--- src/rtl/accum_dump_serializer.sv ---
// N-channel accumulate-and-dump decimator with a double-buffered snapshot and strobed frame serializer.
// Optional build macro: SATURATE_EN (clamp sums at all-ones and raise sticky per-channel sat flags).
module accum_dump_serializer #(
   parameter int unsigned N_CH      = 2,
   parameter int unsigned IN_WIDTH  = 1,
   parameter int unsigned ACC_WIDTH = 16
) (
   input  logic                     clk,
   input  logic                     reset,
   input  logic [N_CH*IN_WIDTH-1:0] din,
   input  logic                     din_valid,
   input  logic [ACC_WIDTH-1:0]     ds_ratio,
   input  logic                     ser_en,
   input  logic                     overrun_clr,
   output logic                     ser_start,
   output logic                     ser_out,
   output logic                     ser_busy,
   output logic                     overrun,
   output logic [N_CH-1:0]          sat
);

   localparam int unsigned FRAME_W  = N_CH * ACC_WIDTH;
   localparam int unsigned BITCNT_W = $clog2(FRAME_W + 1);

   typedef enum logic [1:0] {IDLE, START, SHIFT} stateT;

   stateT                 stateQ, stateD;
   logic [ACC_WIDTH-1:0]  acc      [N_CH];
   logic [ACC_WIDTH-1:0]  snapshot [N_CH];
   logic [ACC_WIDTH-1:0]  sumNext  [N_CH];
   logic [ACC_WIDTH-1:0]  count, ratioQ, effRatio, lastIdx;
   logic                  ratioLoaded, pending, dump, load, lastBit;
   logic [FRAME_W-1:0]    frame, shiftQ, shiftD;
   logic [BITCNT_W-1:0]   bitCnt, bitCntD;
   logic                  serOutD, serStartD, serBusyD;

   // Window length: until the first post-reset edge latches ratioQ, use the live input.
   always_comb begin
      effRatio = ratioLoaded ? ratioQ : ds_ratio;
      lastIdx  = (effRatio == '0) ? '0 : effRatio - ACC_WIDTH'(1);
      dump     = din_valid && (count == lastIdx);
   end

`ifdef SATURATE_EN
   localparam int unsigned SUM_W = ACC_WIDTH + 1;
   logic [SUM_W-1:0] sumWide [N_CH];
   logic [N_CH-1:0]  sumOvf;

   always_comb begin
      for (int k = 0; k < N_CH; k++) begin
         sumWide[k] = {1'b0, acc[k]} + SUM_W'(din[k*IN_WIDTH +: IN_WIDTH]);
         sumOvf[k]  = sumWide[k][ACC_WIDTH];
         sumNext[k] = sumOvf[k] ? '1 : sumWide[k][ACC_WIDTH-1:0];
      end
   end

   always_ff @(posedge clk or posedge reset) begin
      if (reset) sat <= '0;
      else if (din_valid) sat <= sat | sumOvf;
   end
`else
   always_comb begin
      for (int k = 0; k < N_CH; k++) begin
         sumNext[k] = acc[k] + ACC_WIDTH'(din[k*IN_WIDTH +: IN_WIDTH]);
      end
   end

   assign sat = '0;
`endif

   // Accumulate, count and dump; the dump sample is folded into the snapshot so nothing is lost.
   always_ff @(posedge clk or posedge reset) begin
      if (reset) begin
         count       <= '0;
         ratioQ      <= '0;
         ratioLoaded <= 1'b0;
         for (int k = 0; k < N_CH; k++) begin
            acc[k]      <= '0;
            snapshot[k] <= '0;
         end
      end else begin
         ratioLoaded <= 1'b1;
         if (dump || !ratioLoaded) ratioQ <= ds_ratio;
         if (din_valid) begin
            if (dump) begin
               count <= '0;
               for (int k = 0; k < N_CH; k++) begin
                  acc[k]      <= '0;
                  snapshot[k] <= sumNext[k];
               end
            end else begin
               count <= count + ACC_WIDTH'(1);
               for (int k = 0; k < N_CH; k++) acc[k] <= sumNext[k];
            end
         end
      end
   end

   // A load in the dump cycle consumes the old snapshot, so only an unconsumed overwrite is an overrun.
   always_ff @(posedge clk or posedge reset) begin
      if (reset) begin
         pending <= 1'b0;
         overrun <= 1'b0;
      end else begin
         if (dump)      pending <= 1'b1;
         else if (load) pending <= 1'b0;
         if (dump && pending && !load) overrun <= 1'b1;
         else if (overrun_clr)         overrun <= 1'b0;
      end
   end

   // Channel 0 occupies the frame MSBs so it leaves first, each channel MSB first.
   always_comb begin
      frame = '0;
      for (int k = 0; k < N_CH; k++) begin
         frame[FRAME_W-1-k*ACC_WIDTH -: ACC_WIDTH] = snapshot[k];
      end
   end

   assign lastBit = (bitCnt == BITCNT_W'(FRAME_W));

   always_ff @(posedge clk or posedge reset) begin
      if (reset) stateQ <= IDLE;
      else       stateQ <= stateD;
   end

   always_comb begin
      stateD = stateQ;
      if (ser_en) begin
         case (stateQ)
            IDLE:    if (pending) stateD = START;
            START:   if (!lastBit) stateD = SHIFT;
                     else          stateD = pending ? START : IDLE;
            SHIFT:   if (lastBit)  stateD = pending ? START : IDLE;
            default: stateD = IDLE;
         endcase
      end
   end

   // Next values of the serializer datapath; everything holds between ser_en strobes.
   always_comb begin
      load      = 1'b0;
      shiftD    = shiftQ;
      bitCntD   = bitCnt;
      serOutD   = ser_out;
      serStartD = ser_start;
      serBusyD  = ser_busy;
      if (ser_en) begin
         case (stateQ)
            IDLE: load = pending;
            START, SHIFT: begin
               serStartD = 1'b0;
               if (lastBit) begin
                  load     = pending;
                  serOutD  = 1'b0;
                  serBusyD = 1'b0;
               end else begin
                  serOutD = shiftQ[FRAME_W-1];
                  shiftD  = shiftQ << 1;
                  bitCntD = bitCnt + BITCNT_W'(1);
               end
            end
            default: ;
         endcase
         if (load) begin
            serOutD   = frame[FRAME_W-1];
            shiftD    = frame << 1;
            bitCntD   = BITCNT_W'(1);
            serStartD = 1'b1;
            serBusyD  = 1'b1;
         end
      end
   end

   always_ff @(posedge clk or posedge reset) begin
      if (reset) begin
         shiftQ    <= '0;
         bitCnt    <= '0;
         ser_out   <= 1'b0;
         ser_start <= 1'b0;
         ser_busy  <= 1'b0;
      end else begin
         shiftQ    <= shiftD;
         bitCnt    <= bitCntD;
         ser_out   <= serOutD;
         ser_start <= serStartD;
         ser_busy  <= serBusyD;
      end
   end

endmodule

--- config.mk ---
export PLATFORM = sky130hd
export DESIGN_NAME = accum_dump_serializer
export DESIGN_NICKNAME = d
export VERILOG_FILES = /design/src/rtl/accum_dump_serializer.sv
export SDC_FILE = /design/constraint.sdc
export NUM_CORES = 1
export LEC_CHECK = 0
export ABC_AREA = 1
export CAP_MARGIN = 10
export CORE_MARGIN = 5
export CORE_UTILIZATION = 55
export CTS_CLUSTER_DIAMETER = 200
export DETAILED_ROUTE_END_ITERATION = 7
export PLACE_DENSITY = 0.85
export SYNTH_ARGS = -nofsm -noshare
export SYNTH_HDL_FRONTEND = slang
export SYNTH_SLANG_ARGS = --single-unit
--- constraint.sdc ---
create_clock -name clk -period 10.9 [get_ports clk]
set_input_delay 1.635 -clock clk [delete_from_list [all_inputs] [get_ports clk]]
set_output_delay 1.635 -clock clk [all_outputs]
set_load 0.03 [all_outputs]
# Word-level counts from Yosys, hierarchy flattened
# Cells that the tools add are included.
# Widths: inputs -> output; s select.
# op_classes
n_reduce_logical	18
n_eq_ne	7
mux	31
n_addsub	5
# op_table
cell	count
$mux 32	4
$mux 16	3
$add 16x1->16	2
$mux 6	3
$add 16x1->16 const B	1
$eq 16x16->1	1
$logic_not 16->1	1
$mux 1	16
$sub 16x1->16 const B	1
$reduce_and 3->1	3
$reduce_bool 2->1	4
$add 6x1->6 const B	1
$eq 6x6->1 const B	1
$mux 2	3
$pmux 2 s3	1
$ne 2x2->1 const B	2
$reduce_and 2->1	2
$logic_and 1x1->1	3
$eq 2x1->1 const B	1
$eq 2x2->1 const B	1
$logic_not 1->1	2
$logic_not 2->1	1
$ne 2x1->1 const B	1
$pmux 1 s2	1
other kinds (2)	2
# totals
wordCells	76
reg_bits	142
inputBits	23

# Longest topological paths before layout
# Gate-level depths: netlist of run 1.
# logic_depth
ltp_word	8
depth_mapped	22
mapped_depth_nobuf	19

# Least setup slack after synthesis of run 1
# No wires, ideal clock.
# synth_path
path_type	input port to flip-flop
start	input ds_ratio[0]
end	register snapshot (netlist bit frame[0])
stages	18
required_ps	10777
t_arrival_ps	3583
path_slack_ps	7194
path_cell_list	inv_1 > nand2_1 > nand2_1 > ha_1 > nand3_2 > nor2_2 > nand2_4 > buf_6 > buf_6 > nand3b_1 > nand2_1 > nor2_1 > nand2_1 > nor2_2 > nand3b_4 > clkbuf_1 > o21ai_0 > nand2_1
# synth_between
elab_chain_len	6
# synth_lines
item	line	source
start, declared	12	input logic [ACC_WIDTH-1:0] ds_ratio,
$mux 16 *	39	effRatio = ratioLoaded ? ratioQ : ds_ratio;
$sub 16x1->16 or $logic_not 16->1 (tied branches)	40	lastIdx = (effRatio == '0) ? '0 : effRatio - ACC_WIDTH'(1);
$mux 16 *	40	
$eq 16x16->1 *	41	dump = din_valid && (count == lastIdx);
$logic_and 1x1->1 *	41	
$reduce_and 2->1 (no source line) *	-	
end signal, assigned by index	89	snapshot[k] <= sumNext[k];
end, declared	29	logic [ACC_WIDTH-1:0] snapshot [N_CH];
# Every way passes the cells marked *; elsewhere a longest branch is shown, timed or not.
# A chain may end at the register's enable or synchronous reset.

# Worst setup path in the final report of run 1
# layout_path
start	input ds_ratio[0]
end	register snapshot (netlist bit frame[1])
# Same word-level chain as after synthesis.

==> results.tsv, run 1 <==
stage	metric	value	unit
placed_design	DP HPWL	11400	µm
setup_path	Required @ worst endpoint	11.26	ns
global_route	grt met1 use	0.279	
routing	wire per inst	13.3	µm
setup_path	WP buf/inv	2	
routing	Routed WL	17300	µm
placed_design	DP Area	8270	µm²
floorplanning	core area	14400	µm²
cts	H-tree depth	4	
cts	clk root buf	clkbuf_16	
cts	later-pin clock latency in the skew report	0.43	ns
global_route	initial antenna violation count	0	
yosys	#FFs+latches synth	141	
timing	Pins Over Slew Limit	0	
cts	clock sinks	141	
cts	TritonCTS clock tree	built	
cts	CTS-repair resized insts	0	
floorplanning	Starting Density	0.555	
timing	Max Freq	0.219	GHz
global_route	aggregate global-route resource usage	0.222	
global_route	met3 Track Usage GR	0.0431	
global_route	grt peak-use layer	met2	
setup_path	worst r2r src	ratioLoaded$_DFF_PP0_	
yosys	synth top area cells	dfrtp_1 (44%), nand2_1 (18%), nor2_1 (5.9%)	
setup_path	CP max stage delay	0.63	ns
placed_design	port buffer count	26	
timing	minimum clock period after layout	4.57	ns
setup_path	Setup Crit Path Kind	in2reg	
timing	crit share post-route	0.419	
global_route	first-pass GRT wire length	30500	µm
floorplanning	I/O pins	29	
setup_path	crit path cell chain	clkdlybuf4s50_1 -> inv_1 -> nand2_1 -> nand2_1 -> ha_1 -> nand3_2 -> nor2_2 -> nand2_4 -> nand3_1 -> nor2_1 -> nor2_1 -> nand2_1 -> nor2_2 -> nand3b_4 -> nor2_8 -> nand2_1 -> nand2_1	
power_and_ir_drop	maximum VDD drop	0.125	mV
yosys	Cell Area, Synth	7970	µm²
yosys	Synth Flop Type	dfrtp_1	
setup_path	CP arrival	4.93	ns
timing	Relative slew margins	0.496	
power_and_ir_drop	Pwr Total	1660	µW
yosys	cell accounting for the most synthesized area	dfrtp_1	
timing	Setup Skew	0.00835	ns
setup_path	startpoint class of the critical path	input port	
power_and_ir_drop	total power per unit cell area	186	nW/µm²
cts	Clock Tree Buf Depth	2	
setup_path	flop-to-flop setup slack	7.13	ns
yosys	Syn Area/Cell	7.26	µm²
routing	routed vias/inst	5.31	
setup_path	r2r worst-path depth	17	
timing	WHS	0.475	ns
placed_design	GPL Wtd Cong	0.906	
yosys	cells after synthesis	1098	
timing	RSZ-0062 raised after global routing	false	
floorplanning	row count	44	
routing	Antenna Nets Post-Route	0	
yosys	Synth top area share	0.443	
yosys	Seq/Total Area, Yosys	0.443	
cells_and_area	nets	1139	
routing	Pre-Repair DR Iteration Count	5	
yosys	synth warn	0	
hold_path	worst hold path endpoint	shiftQ[1]$_DFFE_PP0P_	
setup_path	Critical Path Sink Type	flip-flop	
global_route	grt met2 use	0.385	
yosys	asr flop ratio synth	1.00	
setup_path	CP top delay family	simple AND/OR/NAND/NOR gates	
timing	total negative slack	0	ns
hold_path	Worst Hold Class	reg2reg	
cells_and_area	post-layout util	0.618	
yosys	Synth cell types	34	
cells_and_area	Fillers	1227	
floorplanning	Die Span Y	130	µm
global_route	pin count of the biggest net entering global routing	86	
timing	Final Hold Vio Count	0	
routing	Iteration-0 DRC Markers	482	
hold_path	hold_sp	frame[0]$_DFFE_PP0P_	
setup_path	critical path's most frequent cell	nand2_1	
global_route	vias in the first global route	6587	
cts	post-CTS setup buffer count	0	
yosys	EDFF count, synth	0	
timing	final setup vio count	0	
power_and_ir_drop	leak pwr	0.00465	µW
cells_and_area	number of diodes	0	
cells_and_area	area growth from synthesis to layout	11.4	%
cells_and_area	post-route design area	8880	µm²
yosys	most frequent cells after synthesis	nand2_1 (390), dfrtp_1 (141), nor2_1 (125)	
setup_path	worst r2r dst	frame[1]$_DFFE_PP0P_	
timing	Slew @ Worst Pin	0.756	ns
cts	cts bufs inserted	17	
cts	clock-pin slew of the registers on the worst-case setup and hold paths	0.06	ns
hold_path	Hold Path Depth	2	
global_route	grt total ovfl	0	
yosys	most frequent cell after synthesis	nand2_1	
setup_path	crit path max-delay cell type	nor2_8	
cells_and_area	layout cells sized above 1	0.0582	
cts	cts hold-fix bufs	0	
floorplanning	die width	130	µm
setup_path	Crit Path Max Fanout	45	
run	Max Cap Viol	0	
floorplanning	Total Die Area	17000	µm²
status	outcome	complete, no violations	
routing	DRC errors left	0	
routing	via count	6902	
[sequential cells by signal, indices dropped and copies added, names as in the netlist, 2 cells and up]
register / cells
acc: 32
bitCnt: 6
count: 16
shiftQ: 31
frame: 32
ratioQ: 16
stateQ: 2
[cell type report]
type / instances / area [µm²] / share of cell area
well taps: 184 / 230 / 0.0259
flip-flops and latches: 141 / 3530 / 0.397
clock buffers: 19 / 443 / 0.0499
clock inverters: 13 / 161 / 0.0182
multi-input cells: 807 / 3800 / 0.428
inverters: 102 / 390 / 0.0440
repair buffers: 35 / 328 / 0.0369
[power breakdown]
group	switching [µW]	internal, µW	leakage (µW)	total, µW
combinational	234	139	0.00262	373
sequential	69.8	617	0.00173	687
clock	228	367	0.000298	595
total	532	1120	0.00465	1660
[kinds of logic after synthesis]
group / synth area share
other: 0.000942
buffers and inverters: 0.0818
flip-flops: 0.443
adder cells (fa/ha/maj): 0.0188
AND/OR/NAND/NOR: 0.337
AO/OA/AOI/OAI: 0.0739
XOR/XNOR: 0.0450
[layer usage]
metal	wire, µm	share of wire	vias to the layer above
met5	0	0	-
met4	412	0.024	0
met3	650	0.037	35
met2	8680	0.50	163
met1	7590	0.44	3229
li1	-	-	3475
[worst min-delay path, delay by kind of cell (launching register included)]
kind	cells	cell delay, ns
and+or+nand+nor	2	0.10
DFF	1	0.34
[how the worst max path moves through the flow]
stage,from,end,slack (ns),cells past startpoint
2_1_floorplan,reset,acc[0]$_DFFE_PP0P_,5.48,1
3_3_place_gp,ds_ratio[0],frame[0]$_DFFE_PP0P_,6.03,19
3_5_place_dp,ds_ratio[0],frame[1]$_DFFE_PP0P_,5.96,17
4_1_cts,ds_ratio[0],frame[19]$_DFFE_PP0P_,6.37,17
5_1_grt,ds_ratio[0],frame[6]$_DFFE_PP0P_,6.00,19
6_report,ds_ratio[0],frame[1]$_DFFE_PP0P_,6.33,17
[layout by cell type (no fill, tap or decap), drive strengths merged, types with 3 or more instances in the layout]
| cell | instances |
|---|---|
| nor2 | 133 |
| a31oi | 30 |
| clkinv | 5 |
| conb | 3 |
| o22ai | 3 |
| nor3 | 9 |
| o21ai | 68 |
| nand2 | 400 |
| clkbuf | 19 |
| inv | 106 |
| dfrtp | 141 |
| buf | 9 |
| ha | 12 |
| xnor2 | 4 |
| a21oi | 7 |
| xor2 | 37 |
| nand3b | 4 |
| nand3 | 79 |
| clkdlybuf4s50 | 26 |
| bufinv | 3 |
| nand4 | 14 |
[through the flow]
| stage | worst slack, ns | std cells |
|---|---|---|
| after floorplan | 5.48 | 1099 |
| after global placement | 6.03 | 1269 |
| after detailed placement | 5.96 | 1269 |
| after CTS | 6.37 | 1301 |
| after global routing | 6.00 | 1301 |
| final | 6.33 | 1301 |
No activity file was read; power rests on OpenSTA's default activity.
==> run 2, diff against run 1 <==
- clock period: 10.9 -> 4.55 ns (I/O delays scaled with it)
==> results.tsv, run 2 (synthesis results as in run 1) <==
stage	metric	value	unit	change
status	outcome	complete, no violations		unchanged
cells_and_area	post-route design area	8890	µm²	was 8880 µm²
cts	Clock Tree Buf Depth	2		unchanged
power_and_ir_drop	total power per unit cell area	445	nW/µm²	was 186 nW/µm²
timing	Relative slew margins	0.439		was 0.496
floorplanning	Starting Density	0.555		unchanged
power_and_ir_drop	maximum VDD drop	0.347	mV	was 0.125 mV
cells_and_area	layout cells sized above 1	0.0598		was 0.0582
setup_path	Setup Crit Path Kind	reg2reg		was in2reg
cells_and_area	area growth from synthesis to layout	11.5	%	was 11.4%
placed_design	GPL Wtd Cong	0.961		was 0.906
placed_design	DP Area	8300	µm²	was 8270 µm²
cts	clock-pin slew of the registers on the worst-case setup and hold paths	0.06	ns	about the same
setup_path	Required @ worst endpoint	4.91	ns	was 11.26 ns
power_and_ir_drop	P_sw	1300	µW	was 532 µW
setup_path	CP max stage delay	0.59	ns	was 0.63 ns
floorplanning	core area	14400	µm²	unchanged
global_route	grt total ovfl	0		unchanged
global_route	first-pass GRT wire length	30600	µm	was 30500 µm
setup_path	Crit Path Max Fanout	45		unchanged
power_and_ir_drop	Sw Share	0.328		was 0.321
timing	Final WS setup	0.837	ns	was 6.33 ns
cts	CTS-repair resized insts	0		unchanged
cells_and_area	nets	1142		was 1139
global_route	pin count of the biggest net entering global routing	95		was 86
routing	Iteration-0 DRC Markers	503		was 482
timing	final setup vio count	0		unchanged
cts	H-tree depth	4		unchanged
cells_and_area	most common cell after layout, fill and taps aside	nand2_1		unchanged
cells_and_area	number of diodes	0		unchanged
routing	Routed WL	17700	µm	was 17300 µm
routing	Antenna Nets Post-Route	0		unchanged
timing	crit share post-route	0.816		
placed_design	port buffer count	26		unchanged
global_route	initial antenna violation count	0		unchanged
routing	DRC errors left	0		unchanged
power_and_ir_drop	leak pwr	0.00465	µW	about the same
timing	WHS	0.478	ns	was 0.475 ns
cts	clk root buf	clkbuf_16		unchanged
timing	Max Freq	0.269	GHz	
timing	total negative slack	0	ns	unchanged
cts	cts bufs inserted	17		unchanged
global_route	vias in the first global route	6586		was 6587
cts	cts hold-fix bufs	0		unchanged
timing	Setup Skew	0.00800	ns	was 0.00835 ns
timing	Pins Over Slew Limit	0		unchanged
cells_and_area	commonest cells after routing, fill and taps aside	nand2_1 (389), dfrtp_1 (141), nor2_1 (125)		unchanged
setup_path	critical path's most frequent cell	nand2_1		unchanged
floorplanning	I/O pins	29		unchanged
routing	via count	6935		was 6902
cts	later-pin clock latency in the skew report	0.43	ns	about the same
routing	routed vias/inst	5.32		was 5.31
run	Max Cap Viol	0		unchanged
power_and_ir_drop	share of total power in the clock network	0.354		was 0.359
routing	wire per inst	13.6	µm	was 13.3 µm
cells_and_area	Fillers	1231		was 1227
placed_design	DP HPWL	12200	µm	was 11400 µm
global_route	aggregate global-route resource usage	0.222		about the same
cts	post-CTS setup buffer count	0		unchanged
timing	Final Hold Vio Count	0		unchanged
setup_path	CP arrival	4.08	ns	was 4.93 ns
timing	RSZ-0062 raised after global routing	false		unchanged
power_and_ir_drop	sequential share of power	0.416		was 0.415
timing	minimum clock period after layout	3.71	ns	
cts	clock sinks	141		unchanged
power_and_ir_drop	cell internal pwr	2660	µW	was 1120 µW
hold_path	Worst Hold Class	reg2reg		unchanged
floorplanning	row count	44		unchanged
placed_design	Place WS	0.556	ns	was 5.96 ns
cts	TritonCTS clock tree	built		unchanged
power_and_ir_drop	Combinational Power Share	0.230		was 0.226
floorplanning	Total Die Area	17000	µm²	unchanged
setup_path	Critical Path Sink Type	flip-flop		unchanged
timing	Slew @ Worst Pin	0.841	ns	was 0.756 ns
setup_path	crit path max-delay cell type	nor2_8		unchanged
setup_path	crit path cell chain	inv_4 -> nand2_1 -> nand2_1 -> ha_1 -> nand3_2 -> nor2_2 -> nand2_4 -> nand3_1 -> nor2_1 -> nor2_1 -> nand2_1 -> nor2_2 -> nand3b_4 -> nor2_8 -> nand2_1 -> nand2_1		was clkdlybuf4s50_1 -> inv_1 -> nand2_1 -> nand2_1 -> ha_1 -> nand3_2 -> nor2_2 -> nand2_4 -> nand3_1 -> nor2_1 -> nor2_1 -> nand2_1 -> nor2_2 -> nand3b_4 -> nor2_8 -> nand2_1 -> nand2_1
floorplanning	Die Span Y	130	µm	unchanged
power_and_ir_drop	Pwr Total	3960	µW	was 1660 µW
routing	Pre-Repair DR Iteration Count	5		unchanged
floorplanning	die width	130	µm	unchanged
setup_path	startpoint class of the critical path	flip-flop		was input port
-- run 2: changes by cell type in the layout (fill, tap and decap cells not counted), sizes merged --
cell,before,now
buf,9,12
clkinvlp,1,2
bufinv,3,2
clkbuf,19,21
clkinv,5,3
-- run 2: worst paths after layout --
kind | startpoint | end | slack, ns | cells after the start
max in group asynchronous | reset | count[0]$_DFFE_PP0P_ | 2.84 | 3
max | ratioLoaded$_DFF_PP0_ | frame[31]$_DFFE_PP0P_ | 0.84 | 16
max reg2reg | ratioLoaded$_DFF_PP0_ | frame[31]$_DFFE_PP0P_ | 0.84 | 16
min reg2reg | ser_start$_DFFE_PP0P_ | ser_start$_DFFE_PP0P_ | 0.48 | 2
min | ser_start$_DFFE_PP0P_ | ser_start$_DFFE_PP0P_ | 0.48 | 2
min in group asynchronous | reset | stateQ[0]$_DFFE_PP0P_ | 0.80 | 2
-- run 2: layout make-up --
class	count	area, µm²	share of cell area
Clock buffer	21	460	0.0518
Sequential cell	141	3530	0.397
Multi-Input combinational cell	807	3800	0.427
Inverter	102	390	0.0439
Clock inverter	11	131	0.0148
Tap cell	184	230	0.0259
Timing Repair Buffer	38	350	0.0394
-- run 2: layer usage --
metal | part of all wire | global-route usage | routed length, µm
met1 | 0.44 | 0.289 | 7800
met2 | 0.49 | 0.374 | 8740
met3 | 0.048 | 0.0480 | 852
met4 | 0.017 | 0.0696 | 295
met5 | 0 | 0 | 0
-- run 2: power groups by stage --
stage | sequential (µW) | clock [µW] | combinational [µW]
after global routing | 1670 | 1480 | 1050
after floorplan | 1620 | 0 | 719
after detailed placement | 1660 | 0 | 904
after CTS | 1650 | 1420 | 912
after global placement | 1650 | 0 | 873
final | 1650 | 1400 | 908
-- run 2: critical path, delay by kind of cell, from the launching register on --
kind,cells,cell delay [ns]
and+or+nand+nor,14,2.50
DFF,1,0.57
buffers and inverters,1,0.28
adders and majority gates,1,0.25
-- run 2: through the flow --
stage | instances | utilization
after floorplan | 1099 | -
after global placement | 1272 | 0.577
after detailed placement | 1272 | 0.577
after CTS | 1304 | 0.619
after global routing | 1304 | 0.619
final | 1304 | 0.619
